## src/rtl/br_mispred_pkg.sv

```systemverilog
// Shared branch-recovery types: ROB ids with wrap bit, mispredict/flush packets, age compare.
package br_mispred_pkg;

    localparam int ROB_IDX_W = 5;
    localparam int PC_W      = 32;
    localparam int USEQ_W    = 12;

    typedef struct packed {
        logic                 wrap;
        logic [ROB_IDX_W-1:0] idx;
    } t_rob_id;

    typedef struct packed {
        logic              valid;
        logic              ucbr;
        logic [PC_W-1:0]   restore_pc;
        logic [USEQ_W-1:0] restore_useq;
        t_rob_id           robid;
        logic              tkn;
    } t_br_mispred_pkt;

    typedef struct packed {
        logic              ucbr;
        logic [PC_W-1:0]   restore_pc;
        logic [USEQ_W-1:0] restore_useq;
        t_rob_id           robid;
    } t_br_flush_pkt;

    // Differing wrap bits mean b's pointer has wrapped past a's, so the larger idx is older.
    function automatic logic rob_older(input t_rob_id a, input t_rob_id b);
        return (a.wrap == b.wrap) ? (a.idx < b.idx) : (a.idx > b.idx);
    endfunction

endpackage

```

## src/rtl/br_mispred_ctl.sv

```systemverilog
// Mispredict arbiter: tracks oldest outstanding branch mispredict, pulses a younger-uop kill,
// and holds a front-end redirect request until acknowledged.
module br_mispred_ctl
    import br_mispred_pkg::*;
#(
    parameter int COLLECT_CYC = 2,
    parameter int CNT_W       = 32
) (
    input  logic            clk,
    input  logic            reset,
    input  t_br_mispred_pkt br_mispred_ex0,
    input  t_rob_id         rob_head_robid,
    input  logic            rob_nuke,
    output logic            flush_req,
    output t_br_flush_pkt   flush_pkt,
    input  logic            flush_ack,
    output logic            kill_vld,
    output t_rob_id         kill_robid,
    output logic [CNT_W-1:0] mispred_cnt,
    output logic [1:0]      o_dbg_state
);

    typedef enum logic [1:0] {
        S_IDLE  = 2'd0,
        S_PEND  = 2'd1,
        S_FLUSH = 2'd2
    } t_bmc_state;

    localparam int COL_W = (COLLECT_CYC > 1) ? $clog2(COLLECT_CYC) : 1;
    localparam logic [COL_W-1:0] COL_LAST = COL_W'(COLLECT_CYC - 1);

    t_bmc_state       r_state, w_state_nxt;
    t_br_flush_pkt    r_cur, w_cur_nxt;
    t_br_flush_pkt    r_nxt, w_nxt_nxt;
    logic             r_nxt_vld, w_nxt_vld_nxt;
    logic [COL_W-1:0] r_col_cnt, w_col_cnt_nxt;
    logic             r_flush_req, w_flush_req_nxt;
    t_br_flush_pkt    r_flush_pkt, w_flush_pkt_nxt;
    logic             r_kill_vld, w_kill_vld_nxt;
    t_rob_id          r_kill_robid, w_kill_robid_nxt;
    logic [CNT_W-1:0] r_cnt, w_cnt_nxt;

    logic          w_mp_vld;
    t_br_flush_pkt w_mp;
    logic          w_older_cur;
    logic          w_older_nxt;
    logic          w_beats_nxt;
    logic          w_accept;

    assign w_mp_vld    = br_mispred_ex0.valid && !rob_nuke;
    assign w_mp        = '{ucbr:         br_mispred_ex0.ucbr,
                           restore_pc:   br_mispred_ex0.restore_pc,
                           restore_useq: br_mispred_ex0.restore_useq,
                           robid:        br_mispred_ex0.robid};
    assign w_older_cur = rob_older(br_mispred_ex0.robid, r_cur.robid);
    assign w_older_nxt = rob_older(br_mispred_ex0.robid, r_nxt.robid);
    // While flushing, a new mispredict must beat both the in-flight redirect and any queued one.
    assign w_beats_nxt = w_mp_vld && w_older_cur && (!r_nxt_vld || w_older_nxt);

    always_comb begin
        w_state_nxt     = r_state;
        w_cur_nxt       = r_cur;
        w_nxt_nxt       = r_nxt;
        w_nxt_vld_nxt   = r_nxt_vld;
        w_col_cnt_nxt   = r_col_cnt;
        w_flush_pkt_nxt = r_flush_pkt;
        w_accept        = 1'b0;

        case (r_state)
            S_IDLE: begin
                if (w_mp_vld) begin
                    w_cur_nxt     = w_mp;
                    w_accept      = 1'b1;
                    w_col_cnt_nxt = '0;
                    w_state_nxt   = S_PEND;
                end
            end
            S_PEND: begin
                if (w_mp_vld && w_older_cur) begin
                    w_cur_nxt     = w_mp;
                    w_accept      = 1'b1;
                    w_col_cnt_nxt = '0;
                end else if (r_col_cnt == COL_LAST) begin
                    w_state_nxt     = S_FLUSH;
                    w_flush_pkt_nxt = r_cur;
                end else begin
                    w_col_cnt_nxt = r_col_cnt + 1'b1;
                end
            end
            S_FLUSH: begin
                if (flush_ack) begin
                    w_nxt_vld_nxt = 1'b0;
                    w_col_cnt_nxt = '0;
                    if (w_beats_nxt) begin
                        w_cur_nxt   = w_mp;
                        w_accept    = 1'b1;
                        w_state_nxt = S_PEND;
                    end else if (r_nxt_vld) begin
                        w_cur_nxt   = r_nxt;
                        w_state_nxt = S_PEND;
                    end else begin
                        w_state_nxt = S_IDLE;
                    end
                end else if (w_beats_nxt) begin
                    w_nxt_nxt     = w_mp;
                    w_nxt_vld_nxt = 1'b1;
                    w_accept      = 1'b1;
                end
            end
            default: w_state_nxt = S_IDLE;
        endcase

        if (rob_nuke) begin
            w_state_nxt     = S_IDLE;
            w_nxt_vld_nxt   = 1'b0;
            w_col_cnt_nxt   = '0;
            w_flush_pkt_nxt = r_flush_pkt;
        end

        w_flush_req_nxt  = (w_state_nxt == S_FLUSH);
        w_kill_vld_nxt   = w_accept;
        w_kill_robid_nxt = w_accept ? br_mispred_ex0.robid : r_kill_robid;
        w_cnt_nxt        = r_cnt + CNT_W'(w_accept);
    end

    always_ff @(posedge clk) begin
        if (reset) begin
            r_state      <= S_IDLE;
            r_cur        <= '0;
            r_nxt        <= '0;
            r_nxt_vld    <= 1'b0;
            r_col_cnt    <= '0;
            r_flush_req  <= 1'b0;
            r_flush_pkt  <= '0;
            r_kill_vld   <= 1'b0;
            r_kill_robid <= '0;
            r_cnt        <= '0;
        end else begin
            r_state      <= w_state_nxt;
            r_cur        <= w_cur_nxt;
            r_nxt        <= w_nxt_nxt;
            r_nxt_vld    <= w_nxt_vld_nxt;
            r_col_cnt    <= w_col_cnt_nxt;
            r_flush_req  <= w_flush_req_nxt;
            r_flush_pkt  <= w_flush_pkt_nxt;
            r_kill_vld   <= w_kill_vld_nxt;
            r_kill_robid <= w_kill_robid_nxt;
            r_cnt        <= w_cnt_nxt;
        end
    end

    assign flush_req   = r_flush_req;
    assign flush_pkt   = r_flush_pkt;
    assign kill_vld    = r_kill_vld;
    assign kill_robid  = r_kill_robid;
    assign mispred_cnt = r_cnt;
    assign o_dbg_state = r_state;

`ifndef SYNTHESIS
    // Redirect handshake: flush_req rises with a locked payload and holds it until flush_ack.
    a_pkt_stable: assert property (@(posedge clk) disable iff (reset)
        (flush_req && !flush_ack && !rob_nuke) |=> $stable(flush_pkt));
    a_ack_with_req: assert property (@(posedge clk) disable iff (reset)
        flush_ack |-> flush_req);
    a_not_before_head: assert property (@(posedge clk) disable iff (reset)
        br_mispred_ex0.valid |-> !rob_older(br_mispred_ex0.robid, rob_head_robid));
`endif

endmodule
```

## config.mk

```make
export PLATFORM = sky130hd
export DESIGN_NAME = br_mispred_ctl
export DESIGN_NICKNAME = d
export VERILOG_FILES = /design/src/rtl/br_mispred_pkg.sv /design/src/rtl/br_mispred_ctl.sv
export SDC_FILE = /design/constraint.sdc
export NUM_CORES = 1
export LEC_CHECK = 0
export BUFFER_PORTS_ARGS = -buffer_cell sky130_fd_sc_hd__buf_2
export CAP_MARGIN = 15
export CORE_MARGIN = 2
export CORE_UTILIZATION = 50
export CTS_BUF_LIST = sky130_fd_sc_hd__clkbuf_16
export DETAILED_ROUTE_END_ITERATION = 6
export PLACE_DENSITY = 0.73
export SYNTH_ARGS = -nofsm -noshare
export SYNTH_HDL_FRONTEND = slang
export SYNTH_SLANG_ARGS = --single-unit
```

## constraint.sdc

```tcl
create_clock -name clk -period 4.5 [get_ports clk]
set_input_delay 0.225 -clock clk [delete_from_list [all_inputs] [get_ports clk]]
set_output_delay 0.225 -clock clk [all_outputs]
set_load 0.02 [all_outputs]
```

==> flow_summary.json <==
{
  "place.gp.congestion": 0.818,
  "nNetsFinal": 1137,
  "cts_buffers": 17,
  "syn_area_um2": 8480,
  "seqCellArea_um2": 3940,
  "cpMostUsedCell": "ha_1",
  "drc": 0,
  "initial_utilization_pct": 51.1,
  "root_buffer": "clkbuf_16",
  "cp_cell_sequence": "inv_1 > ha_1 > nor2b_1 > o21a_1 > or3_1 > a21oi_4 > a211o_1 > ha_1 > nand3_1 > nor3_1 > buf_4 > nand4_1 > or4_1 > a21oi_1",
  "rrSetupSlack_ps": 620,
  "ys_seq_elements": 197,
  "h-tree-depth": 4,
  "synth_edf_count": 0,
  "clk_latency_ps": 440,
  "outcome": "finished, final reports clean",
  "clock.fmax_mhz": 258,
  "synthMuxAreaShare_pct": 6.73,
  "grt_max_degree": 155,
  "leakage_nw": 3.62,
  "drive_above_1_share_pct": 20.2,
  "period_minus_slack_ps": 3880,
  "chipHeight_um": 134,
  "arrival_ps": 4240,
  "grt.overflow.total": 0,
  "dr.pass1.iters": 5,
  "synth_ff_type": "dfxtp_1",
  "syn_inst": 970,
  "fin_util_pct": 59.9,
  "synth_top_family_by_area": "simple AND/OR/NAND/NOR gates",
  "grt_pass1_wl_mm": 36.4,
  "postCtsHoldBufs": 0,
  "clock_skew_ps": 11.5,
  "cp_slowest_stage_delay_ps": 570,
  "ys_seq_area_share_pct": 46.5,
  "reg2reg_from": "r_cur[1]$_SDFFE_PP0P_",
  "vdd_drop_max_uv": 263,
  "cts_setup_buffers": 0,
  "post_cts_resize_count": 0,
  "worstMarginPinSlew_ps": 1130,
  "ys_types": 44,
  "area_growth_pct": 17.1,
  "hpwl_mm": 13.5,
  "rsz0062_at_grt": "false",
  "multi_input_area_um2": 4170,
  "yosys.area_share.simple_pct": 19.0,
  "fin_crit_sh_pct": 86.3,
  "ys_top_cells_by_area": "dfxtp_1 (47%), mux2i_1 (6.7%), nand3_1 (6.7%)",
  "critPathKind": "flip-flop to flip-flop",
  "drt_wl_total_mm": 22.9,
  "tritoncts": "yes",
  "yosysWarnings": 0,
  "first_global_vias": 7118,
  "hold_depth": 3,
  "cp-start-kind": "flip-flop",
  "antenna_found_initial": 1,
  "reg2reg_to": "mispred_cnt[31]$_SDFF_PP0_",
  "antenna_left": 0,
  "relSlewSlack_pct": 24.5,
  "synthAdderAreaFrac_pct": 1.77,
  "clk_pin_slew_ps": 70,
  "fillers": 1486,
  "post-synth-top-area-cell": "dfxtp_1",
  "num_rows": 47,
  "yosysMostFrequentCell": "dfxtp_1",
  "die_w_um": 134,
  "hold_viol": 0,
  "routed-via-count": 7696,
  "async_flop_share_pct": 0,
  "synth-compound-area-share_pct": 18.0,
  "finalSetupTns_ps": 0,
  "io_pins": 156,
  "routedWlPerCell_um": 17.7,
  "min-delay-path-class": "input port to flip-flop",
  "synthXorXnorAreaFrac_pct": 2.57,
  "crit_family": "simple AND/OR/NAND/NOR gates",
  "hold_path_end": "r_nxt[37]$_SDFFE_PP0P_",
  "portBuffers": 148,
  "viasPerCell": 5.94,
  "avgSynthCellArea_um2": 8.74,
  "r2r_cells": 14,
  "antennaDiodeCount": 0,
  "min_from": "br_mispred_ex0[38]",
  "finalHoldWorstSlack_ps": 46.7,
  "setup_viol": 0,
  "dieArea_um2": 18000,
  "cp_data_required_time_ps": 4860,
  "critPathBufInv": 2,
  "yosysTopAreaCellShare_pct": 46.5,
  "grtUsageTotal_pct": 25.1,
  "maxCapViolations": 0,
  "clkSinkCount": 197,
  "coreArea_um2": 16600,
  "drt-initial-drc-count": 536,
  "cts_buffer_depth": 2,
  "cp_max_fo": 9,
  "slew_violations": 0,
  "synthTopCellsByCount": "dfxtp_1 (197), nand3_1 (113), o21ai_0 (112)",
  "powerDensity_nw_per_um2": 385,
  "end_kind": "flip-flop",
  "critPathSlowestCell": "or3_1",
  "synth_fp_nets": 1045
}
[logic make-up (layout without fill, tap and decap cells)]
kind of cell	Yosys count	count (layout)
simple gates	319	319
compound gates	248	248
flops	197	197
buf+inv	113	218
mux	57	57
xor+xnor	24	24
fa+ha+maj	12	12
[metrics by stage]
step           instance area [µm²]  setup WS, ps  instances  power [mW]
2_1_floorplan                 8480           658        970        2.23
3_5_place_dp                  9360           742       1263        2.38
4_1_cts                       9930           624       1295        3.85
5_1_grt                       9930           399       1295        3.97
3_3_place_gp                  9360           770       1263        2.37
6_report                      9930           617       1295        3.83
[worst min-delay path, stage by stage]
cell     delay, ps
buf_2          100
nand3_1         60
a21oi_1         60
[cells in the final DEF, fill, tap and decap left out, types with 3 or more instances in the layout]
cell / instances
mux2i_1: 57
a311oi_1: 51
buf_4: 19
nand2_1: 14
inv_8: 4
and3_1: 4
inv_6: 3
nand2b_1: 14
or3_1: 9
xor2_1: 12
o21ai_0: 111
nor3_1: 6
clkbuf_16: 17
clkinvlp_4: 4
inv_1: 18
ha_1: 12
and4_1: 4
dfxtp_1: 197
nor2_1: 81
nand3_1: 113
nor4_1: 53
a21oi_1: 63
nor2b_1: 5
nand4_1: 7
buf_2: 147
xnor2_1: 11
[worst max-delay path by stage]
stage	end	slack [ps]	cells after the start	startpoint
5_1_grt	mispred_cnt[31]$_SDFF_PP0_	400	14	r_cur[1]$_SDFFE_PP0P_
2_1_floorplan	mispred_cnt[31]$_SDFF_PP0_	660	15	r_cur[4]$_SDFFE_PP0P_
3_5_place_dp	mispred_cnt[31]$_SDFF_PP0_	740	14	br_mispred_ex0[5]
4_1_cts	mispred_cnt[31]$_SDFF_PP0_	620	14	r_cur[1]$_SDFFE_PP0P_
3_3_place_gp	mispred_cnt[31]$_SDFF_PP0_	770	14	br_mispred_ex0[5]
6_report	mispred_cnt[31]$_SDFF_PP0_	620	14	r_cur[1]$_SDFFE_PP0P_
[registers in the layout, indices dropped and copies added (netlist names)]
register / count
flush_pkt: 51
flush_req: 1
kill_robid: 6
kill_vld: 1
mispred_cnt: 32
o_dbg_state: 2
r_col_cnt: 1
r_cur: 51
r_nxt: 51
r_nxt_vld: 1
[cell type report]
type	instances	area share, %
flip-flops and latches	197	39.7
clock inverters	15	1.46
well taps	220	2.77
clock buffers	17	4.28
multi-input cells	660	41.9
inverters	18	0.680
repair buffers	168	9.16
[metal layers]
metal	part of all wire [%]	up-vias	GRT usage, %	wire (µm)
met5	0.074	-	0	17
li1	-	3736	-	-
met3	6.2	39	4.20	1410
met1	44	3633	33.4	10200
met2	48	286	41.4	10900
met4	1.7	2	8.48	386
[where the power goes]
part	internal (mW)	leakage (nW)	total, mW	switching (mW)
Clock	0.779	0.271	1.48	0.705
Sequential	1.83	1.60	1.88	0.0520
Combinational	0.174	1.75	0.467	0.292
No activity file was read; power rests on OpenSTA's default activity.
